### src/rtl/loader_pkg.sv
// Shared types and constants for the SRAM program loader.
package loader_pkg;

  localparam int unsigned SRAM_ADDR_W = 18;
  localparam int unsigned SRAM_DATA_W = 16;

  // Opcode in bits [15:12] that terminates a program.
  localparam logic [3:0] OPC_END = 4'b0000;

  typedef logic [2:0] state_t;

  localparam state_t StIdle   = 3'd0;
  localparam state_t StWaitHi = 3'd1;
  localparam state_t StWaitLo = 3'd2;
  localparam state_t StSetup  = 3'd3;
  localparam state_t StWrite  = 3'd4;
  localparam state_t StHold   = 3'd5;
  localparam state_t StFinish = 3'd6;

endpackage

### src/rtl/sram_write_port.sv
// Sequences one asynchronous SRAM write: setup, WE low, hold.
// Address and data are captured on go and stay constant for the whole write.
module sram_write_port
  import loader_pkg::*;
#(
  parameter int unsigned SETUP_CYCLES  = 1,
  parameter int unsigned WE_LOW_CYCLES = 2,
  parameter int unsigned HOLD_CYCLES   = 1
) (
  input  logic                   CLK,
  input  logic                   RST,
  input  logic                   go,
  input  logic [SRAM_ADDR_W-1:0] addr,
  input  logic [SRAM_DATA_W-1:0] data,
  output logic [SRAM_ADDR_W-1:0] sram_a,
  output logic [SRAM_DATA_W-1:0] sram_d,
  output logic                   we_n,
  output logic                   drive,
  output logic                   done
);

  localparam logic [7:0] SetupLd = 8'(SETUP_CYCLES - 1);
  localparam logic [7:0] WeLd    = 8'(WE_LOW_CYCLES - 1);
  localparam logic [7:0] HoldLd  = 8'(HOLD_CYCLES - 1);

  state_t                 phase_q, phase_d;
  logic [7:0]             cnt_q, cnt_d;
  logic [SRAM_ADDR_W-1:0] a_q, a_d;
  logic [SRAM_DATA_W-1:0] d_q, d_d;

  // Phase sequencing with a down-counter; done pulses in the last hold cycle.
  always_comb begin
    phase_d = phase_q;
    cnt_d   = cnt_q;
    a_d     = a_q;
    d_d     = d_q;
    done    = 1'b0;
    case (phase_q)
      StIdle: begin
        if (go) begin
          phase_d = StSetup;
          cnt_d   = SetupLd;
          a_d     = addr;
          d_d     = data;
        end
      end
      StSetup: begin
        if (cnt_q == 8'd0) begin
          phase_d = StWrite;
          cnt_d   = WeLd;
        end else begin
          cnt_d = cnt_q - 8'd1;
        end
      end
      StWrite: begin
        if (cnt_q == 8'd0) begin
          phase_d = StHold;
          cnt_d   = HoldLd;
        end else begin
          cnt_d = cnt_q - 8'd1;
        end
      end
      StHold: begin
        if (cnt_q == 8'd0) begin
          phase_d = StIdle;
          done    = 1'b1;
        end else begin
          cnt_d = cnt_q - 8'd1;
        end
      end
      default: phase_d = StIdle;
    endcase
  end

  // Phase, counter and captured bus values.
  always_ff @(posedge CLK) begin
    if (RST) begin
      phase_q <= StIdle;
      cnt_q   <= 8'd0;
      a_q     <= '0;
      d_q     <= '0;
    end else begin
      phase_q <= phase_d;
      cnt_q   <= cnt_d;
      a_q     <= a_d;
      d_q     <= d_d;
    end
  end

  assign sram_a = a_q;
  assign sram_d = d_q;
  assign we_n   = (phase_q != StWrite);
  assign drive  = (phase_q != StIdle);

endmodule

### src/rtl/sram_loader.sv
// Loads a UART byte stream into SRAM as 16-bit words (high byte first),
// stopping after the END word or when the address space is exhausted.
module sram_loader
  import loader_pkg::*;
#(
  parameter int unsigned SETUP_CYCLES  = 1,
  parameter int unsigned WE_LOW_CYCLES = 2,
  parameter int unsigned HOLD_CYCLES   = 1
) (
  input  logic                   CLK,
  input  logic                   RST,
  input  logic                   START,
  input  logic [7:0]             RX_DATA,
  input  logic                   RX_VALID,
  output logic                   BUSY,
  output logic                   DONE,
  output logic                   ERROR,
  output logic [SRAM_ADDR_W-1:0] WORD_COUNT,
  output logic                   SRAM_WE,
  output logic                   SRAM_CE,
  output logic                   SRAM_OE,
  output logic                   SRAM_LB,
  output logic                   SRAM_UB,
  output logic [SRAM_ADDR_W-1:0] SRAM_A,
  output logic [SRAM_DATA_W-1:0] SRAM_D_OUT,
  output logic                   SRAM_D_DRIVE
);

  localparam logic [SRAM_ADDR_W-1:0] AddrMax = '1;

  state_t                 state_q, state_d;
  logic [7:0]             hi_q, hi_d;
  logic [3:0]             opc_q, opc_d;
  logic [SRAM_ADDR_W-1:0] addr_q, addr_d;
  logic [SRAM_ADDR_W-1:0] count_q, count_d;
  logic                   done_q, done_d;
  logic                   error_q, error_d;
  logic                   go;
  logic                   wp_done;

  // Byte assembly, END/overflow detection, counters and sticky flags.
  // StSetup covers the whole write; the write port sequences its phases.
  always_comb begin
    state_d = state_q;
    hi_d    = hi_q;
    opc_d   = opc_q;
    addr_d  = addr_q;
    count_d = count_q;
    done_d  = done_q;
    error_d = error_q;
    go      = 1'b0;
    case (state_q)
      StIdle: begin
        if (START) begin
          state_d = StWaitHi;
          done_d  = 1'b0;
          error_d = 1'b0;
          count_d = '0;
          addr_d  = '0;
        end
      end
      StWaitHi: begin
        if (RX_VALID) begin
          hi_d    = RX_DATA;
          opc_d   = RX_DATA[7:4];
          state_d = StWaitLo;
        end
      end
      StWaitLo: begin
        if (RX_VALID) begin
          go      = 1'b1;
          state_d = StSetup;
        end
      end
      StSetup: begin
        if (RX_VALID) error_d = 1'b1;
        if (wp_done) begin
          count_d = count_q + 1'b1;
          if (addr_q != AddrMax) addr_d = addr_q + 1'b1;
          if (opc_q == OPC_END) begin
            state_d = StFinish;
          end else if (addr_q == AddrMax) begin
            error_d = 1'b1;
            state_d = StFinish;
          end else begin
            state_d = StWaitHi;
          end
        end
      end
      StFinish: begin
        if (RX_VALID) error_d = 1'b1;
        done_d  = 1'b1;
        state_d = StIdle;
      end
      default: state_d = StIdle;
    endcase
  end

  // Loader state and flags.
  always_ff @(posedge CLK) begin
    if (RST) begin
      state_q <= StIdle;
      hi_q    <= 8'd0;
      opc_q   <= 4'd0;
      addr_q  <= '0;
      count_q <= '0;
      done_q  <= 1'b0;
      error_q <= 1'b0;
    end else begin
      state_q <= state_d;
      hi_q    <= hi_d;
      opc_q   <= opc_d;
      addr_q  <= addr_d;
      count_q <= count_d;
      done_q  <= done_d;
      error_q <= error_d;
    end
  end

  sram_write_port #(
    .SETUP_CYCLES (SETUP_CYCLES),
    .WE_LOW_CYCLES(WE_LOW_CYCLES),
    .HOLD_CYCLES  (HOLD_CYCLES)
  ) u_wp (
    .CLK   (CLK),
    .RST   (RST),
    .go    (go),
    .addr  (addr_q),
    .data  ({hi_q, RX_DATA}),
    .sram_a(SRAM_A),
    .sram_d(SRAM_D_OUT),
    .we_n  (SRAM_WE),
    .drive (SRAM_D_DRIVE),
    .done  (wp_done)
  );

  assign BUSY       = (state_q != StIdle);
  assign DONE       = done_q;
  assign ERROR      = error_q;
  assign WORD_COUNT = count_q;
  assign SRAM_OE    = BUSY;
  assign SRAM_CE    = 1'b0;
  assign SRAM_LB    = 1'b0;
  assign SRAM_UB    = 1'b0;

endmodule

### config.mk
export PLATFORM = sky130hd
export DESIGN_NAME = sram_loader
export DESIGN_NICKNAME = d
export VERILOG_FILES = /design/src/rtl/loader_pkg.sv /design/src/rtl/sram_write_port.sv /design/src/rtl/sram_loader.sv
export SDC_FILE = /design/constraint.sdc
export NUM_CORES = 1
export LEC_CHECK = 0
export ABC_AREA = 1
export BUFFER_PORTS_ARGS = -buffer_cell sky130_fd_sc_hd__buf_2
export CELL_PAD_IN_SITES_DETAIL_PLACEMENT = 1
export CELL_PAD_IN_SITES_GLOBAL_PLACEMENT = 2
export CORE_UTILIZATION = 34
export DETAILED_ROUTE_END_ITERATION = 10
export GPL_TIMING_DRIVEN = 0
export MAX_ROUTING_LAYER = met4
export PLACE_DENSITY_LB_ADDON = 0.1
export RECOVER_POWER = 100
export SYNTH_ARGS = -nofsm -noshare
export SYNTH_HDL_FRONTEND = slang
export SYNTH_HIERARCHICAL = 1
export SYNTH_SLANG_ARGS = --single-unit
### constraint.sdc
create_clock -name CLK -period 3.3 [get_ports CLK]
set_clock_uncertainty 0.15 [all_clocks]
set_input_delay 0.165 -clock CLK [delete_from_list [all_inputs] [get_ports CLK]]
set_output_delay 0.165 -clock CLK [all_outputs]
set_load 0.02 [all_outputs]
==> results.yml, run 1 <==
outcome:
  run_status: "complete, but fails checks"
  failed_checks: "hold timing"
power:
  p_sw_share_pct: 42.6
  flop_pwr_share_pct: 33.9
  power.static_leakage_nw: 2.03
  pwr-share-comb_pct: 39.2
  internal_power_mw: 2.29
  power.net_switching_mw: 1.70
  share_clk_of_total_power_pct: 26.9
  vdd.ir_drop.worst_v: 0.000254
  p_per_area_nw_per_um2: 729
routing:
  via_total_after_detailed_routing: 4595
  drt_drc_violations_left: 0
  detailedRoute.firstIterationViolations: 122
  routed_wire_length_per_instance_um: 14.4
  postRouteWirelength_um: 13600
  drt-pass1-iter-count: 4
  post_drt_via_cell_ratio: 4.89
  detail-route-antenna-nets: 0
critical_path:
  criticalPathCategory: "flip-flop to flip-flop"
  maximum_fanout_encountered_on_the_critical_timing_path: 10
  maximum_cell_stage_delay_along_the_critical_path_ps: 440
  element_type_at_the_critical_path_end: "flip-flop"
  critical_path_required_ps: 3430
  worst_path_most_repeated_cell: "inv_1"
  cp_slowest_cell: "clkbuf_1"
  start_kind: "flip-flop"
  top_delay_family_on_crit_path: "buffers and inverters"
  r2r_cell_count: 11
  worstSetupPathDepth: 11
  cp.arrival_ps: 2830
  crit_buf_inv: 5
  crit_chain: "inv_1, ha_1, inv_1, nor2_1, nand3_1, inv_1, o21ai_0, inv_1, clkbuf_1, nand3_1, a21oi_1"
die:
  design.core.area_sq_um: 13300
  die_width_um: 119
  start_util_pct: 35.0
  chipHeight_um: 119
  pin_count: 73
  rows: 42
  die-area_sq_um: 14200
place:
  place_hpwl_um: 10400
  port_buffers: 69
  place.gp.congestion: 0.820
hold_path:
  worstHoldPathType: "input pin to flip-flop"
  min_delay_path_depth: 4
clock_tree:
  h-tree-depth: 3
  cts_max_path_buffers: 2
  tritoncts: "done"
  total_cts_buffers: 9
  clock_latency_late_sink_ps: 360
  clk_pin_slew_ps: 70
  clkSinkCount: 94
  ctsRootBufferMaster: "clkbuf_16"
  ctsResizeCount: 0
sta:
  achievable-frequency_mhz: 370
  final-hold-violation-count: 1
  finalWorstPathRequiredPeriod_ps: 2700
  worst-slew-pin-transition_ps: 604
  slew_viol_final: 0
  finalSetupViolCount: 0
  final.period_utilization_pct: 82.0
  hold_slack_ps: -7.26
  finalSetupTns_ps: 0
  rsz0062_at_grt: "no"
  slew-limit-headroom_pct: 59.7
global_routing:
  gr-max-usage-layer: "met2"
  globalRoute.totalOverflow: 0
  grt_max_degree: 17
  grt.met2_usage_pct: 34.8
  grtUsageMet1_pct: 26.5
  first_global_vias: 4759
  grt_antenna_before_repair: 0
  grt.met3_usage_pct: 2.87
  grt_pass1_wl_um: 23400
  globalRouteTotalUtil_pct: 21.2
cells_and_area:
  antenna_cells_inserted: 0
  area_growth_pct: 17.2
  final_layout_size_suffix_gt1_share_pct: 7.98
  layout.nets: 775
  fin_util_pct: 41.0
  fillers: 1801
synth:
  synth_simple_gate_area_share_pct: 33.8
  syn_avg_cell_area_sq_um: 7.00
  synthMuxAreaShare_pct: 0
  synth_compound_gate_area_share_pct: 13.3
  synth_top_area_cell: "dfxtp_1"
  yosysTopAreaCellShare_pct: 40.3
  synth_top_cells_by_area: "dfxtp_1 40%, nand2_1 12%, a21oi_1 8.4%"
  synthesis.yosys.warnings: 6
  synth_seq_cells: 94
  syn_area_sq_um: 4670
  synthXorXnorAreaFrac_pct: 2.06
  count_of_different_cell_masters_after_synthesis: 42
  post_synth_inst_count: 668
  synth_top_family_by_area: "simple AND/OR/NAND/NOR gates"
  yosys.area_share.adder_pct: 1.07
  synth_sequential_area_ratio_pct: 40.3
run:
  number_of_maximum_capacitance_violations: 0
-- through the flow --
| stage | setup WS [ps] | area, sq um | power, mW | instances |
|---|---|---|---|---|
| after floorplan | 1270 | 4680 | 2.60 | 670 |
| after global placement | 790 | 5250 | 3.01 | 915 |
| after detailed placement | 704 | 5250 | 3.06 | 915 |
| after CTS | 688 | 5630 | 4.15 | 940 |
| after global routing | 298 | 5480 | 4.29 | 940 |
| final | 596 | 5480 | 3.99 | 940 |
-- sequential cells by signal (all words and copies together) (netlist names) --
signal and flops:
ERROR 1, WORD_COUNT 18, hi_q 7, u_wp/cnt_q 8, opc_q 1, u_wp/sram_d 16
addr_q 18, u_wp/sram_a 18, DONE 1, state_q 3, u_wp/phase_q 3
-- Yosys cell counts, drive strengths merged --
cell type and number:
o21bai 4, ha 4, o211a 1, o22ai 1
inv 72, o21a 2, nor4 1, a21oi 79
nor3b 1, conb 1, nor2 81, buf 17
xor2 8, o21ai 26, nand4 15, nand3 73
clkbuf 13, nand2 157, xnor2 3, a211oi 3
dfxtp 94, nand3b 2, a31oi 1, nor3 8
or2 1
-- power groups by stage --
stage	logic, mW	registers (mW)	clock network, mW
floorplan	1.22	1.38	0
global placement	1.63	1.38	0
detailed placement	1.68	1.38	0
CTS	1.69	1.36	1.10
global route	1.78	1.37	1.14
finish	1.56	1.35	1.07
-- metal layers --
layer	wire length [um]	up-vias	share of wire, %
met5	0	-	0
met4	238	0	1.8
met3	429	15	3.2
met1	6520	2147	48
li1	-	2360	-
met2	6380	73	47
-- final timing paths --
path / end / slack (ps) / startpoint
setup / recovery: addr_q[7] / 600 / u_wp/cnt_q[0]
hold / removal: DONE / -7 / START
setup reg to reg: addr_q[7] / 600 / u_wp/cnt_q[0]
hold reg to reg: hi_q[2] / 300 / hi_q[2]
-- layout by cell type, fill, tap and decap left out, types with 5 or more instances in the layout --
master           n
nand2_2          5
nor3_1           8
dfxtp_1         94
xor2_1           8
inv_2            5
clkbuf_16        9
nor2_1          76
clkbuf_1        79
a21oi_1         78
inv_1           65
nand3_1         71
dlygate4sd3_1    9
nand4_1         15
buf_2           16
nand2_1        149
o21ai_0         25
-- logic make-up (layout without fill, tap and decap cells) --
kind of cell / after synthesis / in the layout
AO/OA/AOI/OAI: 117 / 117
XOR/XNOR: 11 / 11
adder cells (fa/ha/maj): 4 / 4
buffers and inverters: 102 / 196
flip-flops: 94 / 94
other: 1 / 3
AND/OR/NAND/NOR: 339 / 339
-- layout make-up --
type,count,area (sq um),area share [%]
Inverter,72,275,5.03
Tap cell,176,220,4.02
Multi-Input combinational cell,474,2300,41.9
Timing Repair Buffer,78,365,6.67
Buffer,30,139,2.54
Clock inverter,6,68.8,1.26
Clock buffer,10,229,4.18
Sequential cell,94,1880,34.4
-- worst min-delay path, stage by stage --
cell and delay (ps):
buf_2 100, nand2_2 80, nand2_1 60, a21oi_1 50
-- repair_timing --
action                                 in CTS  in global routing
endpoints found under the hold margin      16                  0
hold buffers                                9                  0
setup buffers                               0                  0
setup endpoints to repair                   0                  0
No activity file was read; power rests on OpenSTA's default activity.
==> run 2: changes to the inputs <==
--- a/config.mk
+++ b/config.mk
@@ -9,7 +9,7 @@
 export BUFFER_PORTS_ARGS = -buffer_cell sky130_fd_sc_hd__buf_2
 export CELL_PAD_IN_SITES_DETAIL_PLACEMENT = 1
 export CELL_PAD_IN_SITES_GLOBAL_PLACEMENT = 2
-export CORE_UTILIZATION = 34
+export CORE_UTILIZATION = 31
 export DETAILED_ROUTE_END_ITERATION = 10
 export GPL_TIMING_DRIVEN = 0
 export MAX_ROUTING_LAYER = met4
==> constraint.sdc (replaced) <==
create_clock -name CLK -period 2.5 [get_ports CLK]
set_clock_uncertainty 0.15 [all_clocks]
set_input_delay 0.125 -clock CLK [delete_from_list [all_inputs] [get_ports CLK]]
set_output_delay 0.125 -clock CLK [all_outputs]
set_load 0.02 [all_outputs]
==> run 2 against run 1 <==
Effect of this change: the flow finishes with violations (DRC); worst setup slack lost 390 ps; die area grew 9.5%; cell area grew 1.8%; first-iteration DRC count grew 16%; critical path depth shrank 1; combinational power grew 38%; sequential power grew 33%.
==> results.yml, run 2 (synthesis results as in run 1) <==
clock_tree:
  total_cts_buffers: 9
  clkSinkCount: 94
  clk_pin_slew_ps: 70
  tritoncts: "done"
  cts_max_path_buffers: 2
  clock_latency_late_sink_ps: 350
  post_cts.repair.setup_buffers: 0
  ctsRootBufferMaster: "clkbuf_16"
  h-tree-depth: 3
sta:
  finalSetupViolCount: 0
  slew-limit-headroom_pct: 58.6
  finalSetupTns_ps: 0
  worst-slew-pin-transition_ps: 621
  achievable-frequency_mhz: 435
  final-hold-violation-count: 0
  finalWorstPathRequiredPeriod_ps: 2300
  final.period_utilization_pct: 91.9
  rsz0062_at_grt: "no"
  slew_viol_final: 0
power:
  power.static_leakage_nw: 2.05
  post_layout_power_mw: 5.45
  p_per_area_nw_per_um2: 978
  vdd.ir_drop.worst_v: 0.000313
cells_and_area:
  layout.cells.most_common: "nand2_1"
  final-seq-area_sq_um: 1880
  final_layout_size_suffix_gt1_share_pct: 9.41
  final_design_area_no_fill_sq_um: 5570
  antenna_cells_inserted: 0
  multiInputGateArea_sq_um: 2320
  fillers: 1904
  layout.cells.most_common_list: "150 x nand2_1, 93 x dfxtp_1, 78 x a21oi_1"
  area_growth_pct: 19.2
  layout.nets: 776
  layout.cells.non_filler: 949
critical_path:
  critical_path.reg2reg.startpoint: "addr_q[0]"
  crit_buf_inv: 1
  top_delay_family_on_crit_path: "simple AND/OR/NAND/NOR gates"
  maximum_cell_stage_delay_along_the_critical_path_ps: 410
  r2r_slack_ps: 200
  cp_slowest_cell: "dfxtp_2"
  endpoint: "addr_q[5]"
  element_type_at_the_critical_path_end: "flip-flop"
  r2r_cell_count: 10
  startpoint_of_the_worst_setup_timing_path: "addr_q[0]"
  maximum_fanout_encountered_on_the_critical_timing_path: 10
  critical_path_required_ps: 2620
  start_kind: "flip-flop"
  worstSetupPathDepth: 10
  cp.arrival_ps: 2420
  criticalPathCategory: "flip-flop to flip-flop"
  crit_chain: "ha_1, nand3_1, nor2_1, nand3_1, nand2_1, nand2_4, nand2_8, buf_4, nand2_1, a21oi_1"
  crit-reg2reg-capture: "addr_q[5]"
global_routing:
  grt_antenna_before_repair: 0
  globalRouteTotalUtil_pct: 18.9
  grt_pass1_wl_um: 22800
  globalRoute.totalOverflow: 0
  first_global_vias: 4578
  grt_max_degree: 16
hold_path:
  hold_path.startpoint: "RX_VALID"
  worstHoldPathType: "input pin to flip-flop"
die:
  die-area_sq_um: 15600
  start_util_pct: 31.9
  design.core.area_sq_um: 14600
  pin_count: 73
  rows: 44
  die_width_um: 125
  chipHeight_um: 125
place:
  port_buffers: 69
  place.detailed.instances: 923
  place.gp.congestion: 0.806
  post_dp_cell_area_sq_um: 5260
  place_hpwl_um: 10600
routing:
  routed_wire_length_per_instance_um: 14.5
  route.met3.wl_um: 409
  postRouteWirelength_um: 13800
  drt_drc_violations_left: 10
  via_total_after_detailed_routing: 4587
  route.top_layer_used: "met4"
  detail-route-antenna-nets: 0
  drt-pass1-iter-count: 7
  dr_wl_met2_um: 6630
  post_drt_via_cell_ratio: 4.83
  detailedRoute.firstIterationViolations: 142
  met1_length_um: 6620
outcome:
  failed_checks: "DRC"
  run_status: "complete, but fails checks"
run:
  number_of_maximum_capacitance_violations: 0
==> run 2: cell count changes in the layout (fill, tap and decap cells not counted), sizes merged <==
cell	delta
buf	+4
clkbuf	-3
inv	-2
bufinv	+1
clkinv	-1
clkinvlp	+1
dlygate4sd3	+1
==> run 2: report_power, final <==
group	internal (mW)	switching, mW	total (mW)	leakage (nW)
Sequential	1.65	0.135	1.79	0.761
Combinational	0.630	1.52	2.15	1.13
Clock	0.906	0.603	1.51	0.156
Total	3.19	2.26	5.45	2.05
==> run 2: area by class of cell <==
class	instances	area share [%]
buffer	30	2.85
clock buffer	11	4.36
clock inverter	5	1.46
inverter	72	5.01
multi-input combinational	474	41.7
sequential	94	33.8
tap	184	4.13
timing repair buffer	79	6.74
==> run 2: stage by stage <==
stage	setup slack [ps]	hold slack [ps]	utilization [%]
after floorplan	471	140	-
after global placement	-47.2	271	35.9
after detailed placement	-80.5	275	35.9
after CTS	110	19.2	38.8
after global routing	15.5	39.6	38.0
final	202	41.9	38.0
==> run 2: metal layers <==
layer | vias up | global-route usage [%]
li1 | 2349 | -
met1 | 2171 | 23.1
met2 | 58 | 31.8
met3 | 9 | 4.17
met4 | 0 | 4.14
met5 | - | -
==> run 2: timing repair <==
item / CTS / global route
gates resized for setup: 1 / 2
hold buffers: 10 / 0
cloned: 0 / 0
hold endpoints to repair: 17 / 0
endpoints found under the setup margin: 10 / 14
==> run 2: how the worst min path moves through the flow <==
| stage | end | slack (ps) | cells past startpoint |
|---|---|---|---|
| final | ERROR | 40 | 3 |
| after global routing | ERROR | 40 | 3 |
| after CTS | ERROR | 20 | 3 |
| after detailed placement | u_wp/sram_d[5] | 280 | 3 |
| after global placement | u_wp/sram_d[4] | 270 | 3 |
| after floorplan | u_wp/sram_d[0] | 140 | 2 |
==> run 2: worst reg2reg max path: cells and delay by family (launching register included) <==
kind / cells / cell delay (ps)
and+or+nand+nor: 7 / 1020
AOI/OAI and AO/OA: 1 / 130
DFF: 1 / 410
buffers and inverters: 1 / 200
adders and majority gates: 1 / 300
==> run 3: changes to the inputs <==
--- a/config.mk
+++ b/config.mk
@@ -14,7 +14,6 @@
 export GPL_TIMING_DRIVEN = 0
 export MAX_ROUTING_LAYER = met4
 export PLACE_DENSITY_LB_ADDON = 0.1
-export RECOVER_POWER = 100
 export SYNTH_ARGS = -nofsm -noshare
 export SYNTH_HDL_FRONTEND = slang
 export SYNTH_HIERARCHICAL = 1
==> run 3 against run 2 <==
Effect of this change: the flow still finishes with violations (DRC); sequential share of layout area shrank 0.68 points; sequential power is essentially flat; clock power is essentially flat; die area is the same; worst setup slack lost 14 ps; critical path depth grew 1; non-clock buffer count is the same; largest power group unchanged; core utilization grew 0.79 points; first-iteration DRC count shrank 4.2%; count of clock-buffer cells in the layout is the same.
==> results.yml, run 3 (synthesis results as in run 1) <==
place:
  place.detailed.instances: 923
  place_hpwl_um: 10600
  place.gp.congestion: 0.806
  port_buffers: 69
clock_tree:
  clk_pin_slew_ps: 70
  ctsRootBufferMaster: "clkbuf_16"
  cts_max_path_buffers: 2
  clkSinkCount: 94
  post_cts.repair.setup_buffers: 0
  h-tree-depth: 3
  clock_latency_late_sink_ps: 350
  tritoncts: "done"
  total_cts_buffers: 9
cells_and_area:
  fillers: 1876
  final-seq-area_sq_um: 1880
  multiInputGateArea_sq_um: 2360
  fin_util_pct: 38.8
  layout.nets: 776
  layout.cells.most_common: "nand2_1"
  area_growth_pct: 21.7
  layout.cells.non_filler: 949
  layout.cells.most_common_list: "145 x nand2_1, 93 x dfxtp_1, 79 x buf_2"
  final_layout_size_suffix_gt1_share_pct: 18.4
  antenna_cells_inserted: 0
critical_path:
  crit_chain: "inv_1, ha_1, inv_1, nor2_1, nand3_2, clkinvlp_4, o21ai_1, inv_2, buf_2, nand3_1, a21oi_1"
  top_delay_family_on_crit_path: "buffers and inverters"
  start_kind: "flip-flop"
  cp_slowest_cell: "dfxtp_1"
  maximum_cell_stage_delay_along_the_critical_path_ps: 320
  worst_path_most_repeated_cell: "inv_1"
  critical_path_required_ps: 2620
  maximum_fanout_encountered_on_the_critical_timing_path: 10
  cp.arrival_ps: 2430
  crit_buf_inv: 5
  criticalPathCategory: "flip-flop to flip-flop"
  element_type_at_the_critical_path_end: "flip-flop"
sta:
  hold_slack_ps: 42.3
  slew_viol_final: 0
  final.period_utilization_pct: 92.5
  finalSetupViolCount: 0
  achievable-frequency_mhz: 432
  finalWorstPathRequiredPeriod_ps: 2310
  final-hold-violation-count: 0
  worst-slew-pin-transition_ps: 622
  rsz0062_at_grt: "no"
  slew-limit-headroom_pct: 58.5
global_routing:
  first_global_vias: 4578
  grt_antenna_before_repair: 0
  gr-max-usage-layer: "met2"
  grtUsageMet1_pct: 23.1
  grt_pass1_wl_um: 22800
  grt_max_degree: 16
  globalRoute.totalOverflow: 0
  grt.met3_usage_pct: 4.17
  grt.met2_usage_pct: 31.8
  globalRouteTotalUtil_pct: 18.9
routing:
  drt_drc_violations_left: 10
  routed_wire_length_per_instance_um: 14.5
  drt-pass1-iter-count: 7
  postRouteWirelength_um: 13800
  detail-route-antenna-nets: 0
  via_total_after_detailed_routing: 4591
  detailedRoute.firstIterationViolations: 136
  post_drt_via_cell_ratio: 4.84
outcome:
  run_status: "complete, but fails checks"
  failed_checks: "DRC"
power:
  post_layout_power_mw: 5.51
  vdd.ir_drop.worst_v: 0.000318
  power.static_leakage_nw: 2.32
  p_per_area_nw_per_um2: 970
die:
  start_util_pct: 31.9
  design.core.area_sq_um: 14600
  die-area_sq_um: 15600
  rows: 44
  pin_count: 73
  die_width_um: 125
  chipHeight_um: 125
hold_path:
  worstHoldPathType: "input pin to flip-flop"
run:
  number_of_maximum_capacitance_violations: 0
## run 3: per-layer routing
| layer | part of all wire [%] | vias to the layer above |
|---|---|---|
| met5 | 0 | - |
| met4 | 0.94 | 0 |
| met3 | 2.9 | 11 |
| met2 | 48 | 62 |
| met1 | 48 | 2164 |
| li1 | - | 2354 |
## run 3: layout make-up
type	count	area share, %
multi-input cells	474	41.5
flip-flops and latches	94	33.1
repair buffers	79	7.83
inverters	72	4.91
clock buffers	11	4.27
well taps	184	4.05
plain buffers	30	2.93
clock inverters	5	1.43
## run 3: what timing repair did
item                       4_1_cts  5_1_grt
hold buffers                    10        0
hold endpoints to repair        17        0
setup endpoints to repair       10       14
resized for setup                1        2
gates cloned                     0        0
## run 3: worst register-to-register path, stage by stage, from the launching register on
cell        delay (ps)
dfxtp_1            320
inv_1              110
ha_1               150
inv_1               40
nor2_1             180
nand3_2            210
clkinvlp_4         220
o21ai_1            130
inv_2              170
buf_2              280
nand3_1            120
a21oi_1            160
## run 3: report_power, final
part	leakage, nW	internal (mW)	total [mW]	switching [mW]
Clock	0.156	0.907	1.51	0.604
Sequential	0.761	1.65	1.79	0.137
Combinational	1.40	0.671	2.21	1.54
## run 3: path summary, 6_finish.rpt
kind	from	to	slack, ps	cells past startpoint
worst max register to register	u_wp/cnt_q[0]	addr_q[5]	190	11
worst max-delay path	u_wp/cnt_q[0]	addr_q[5]	190	11
worst min-delay path	RX_VALID	ERROR	40	3
worst min register to register	hi_q[3]	hi_q[3]	300	2
## run 3: per-stage QoR
stage / cell area, sq um / setup TNS, ps / setup WS (ps)
finish: 5690 / 0 / 188
floorplan: 4680 / 0 / 471
detailed placement: 5260 / -630 / -80.5
global placement: 5260 / -305 / -47.2
global route: 5690 / 0 / 23.1
CTS: 5680 / 0 / 110
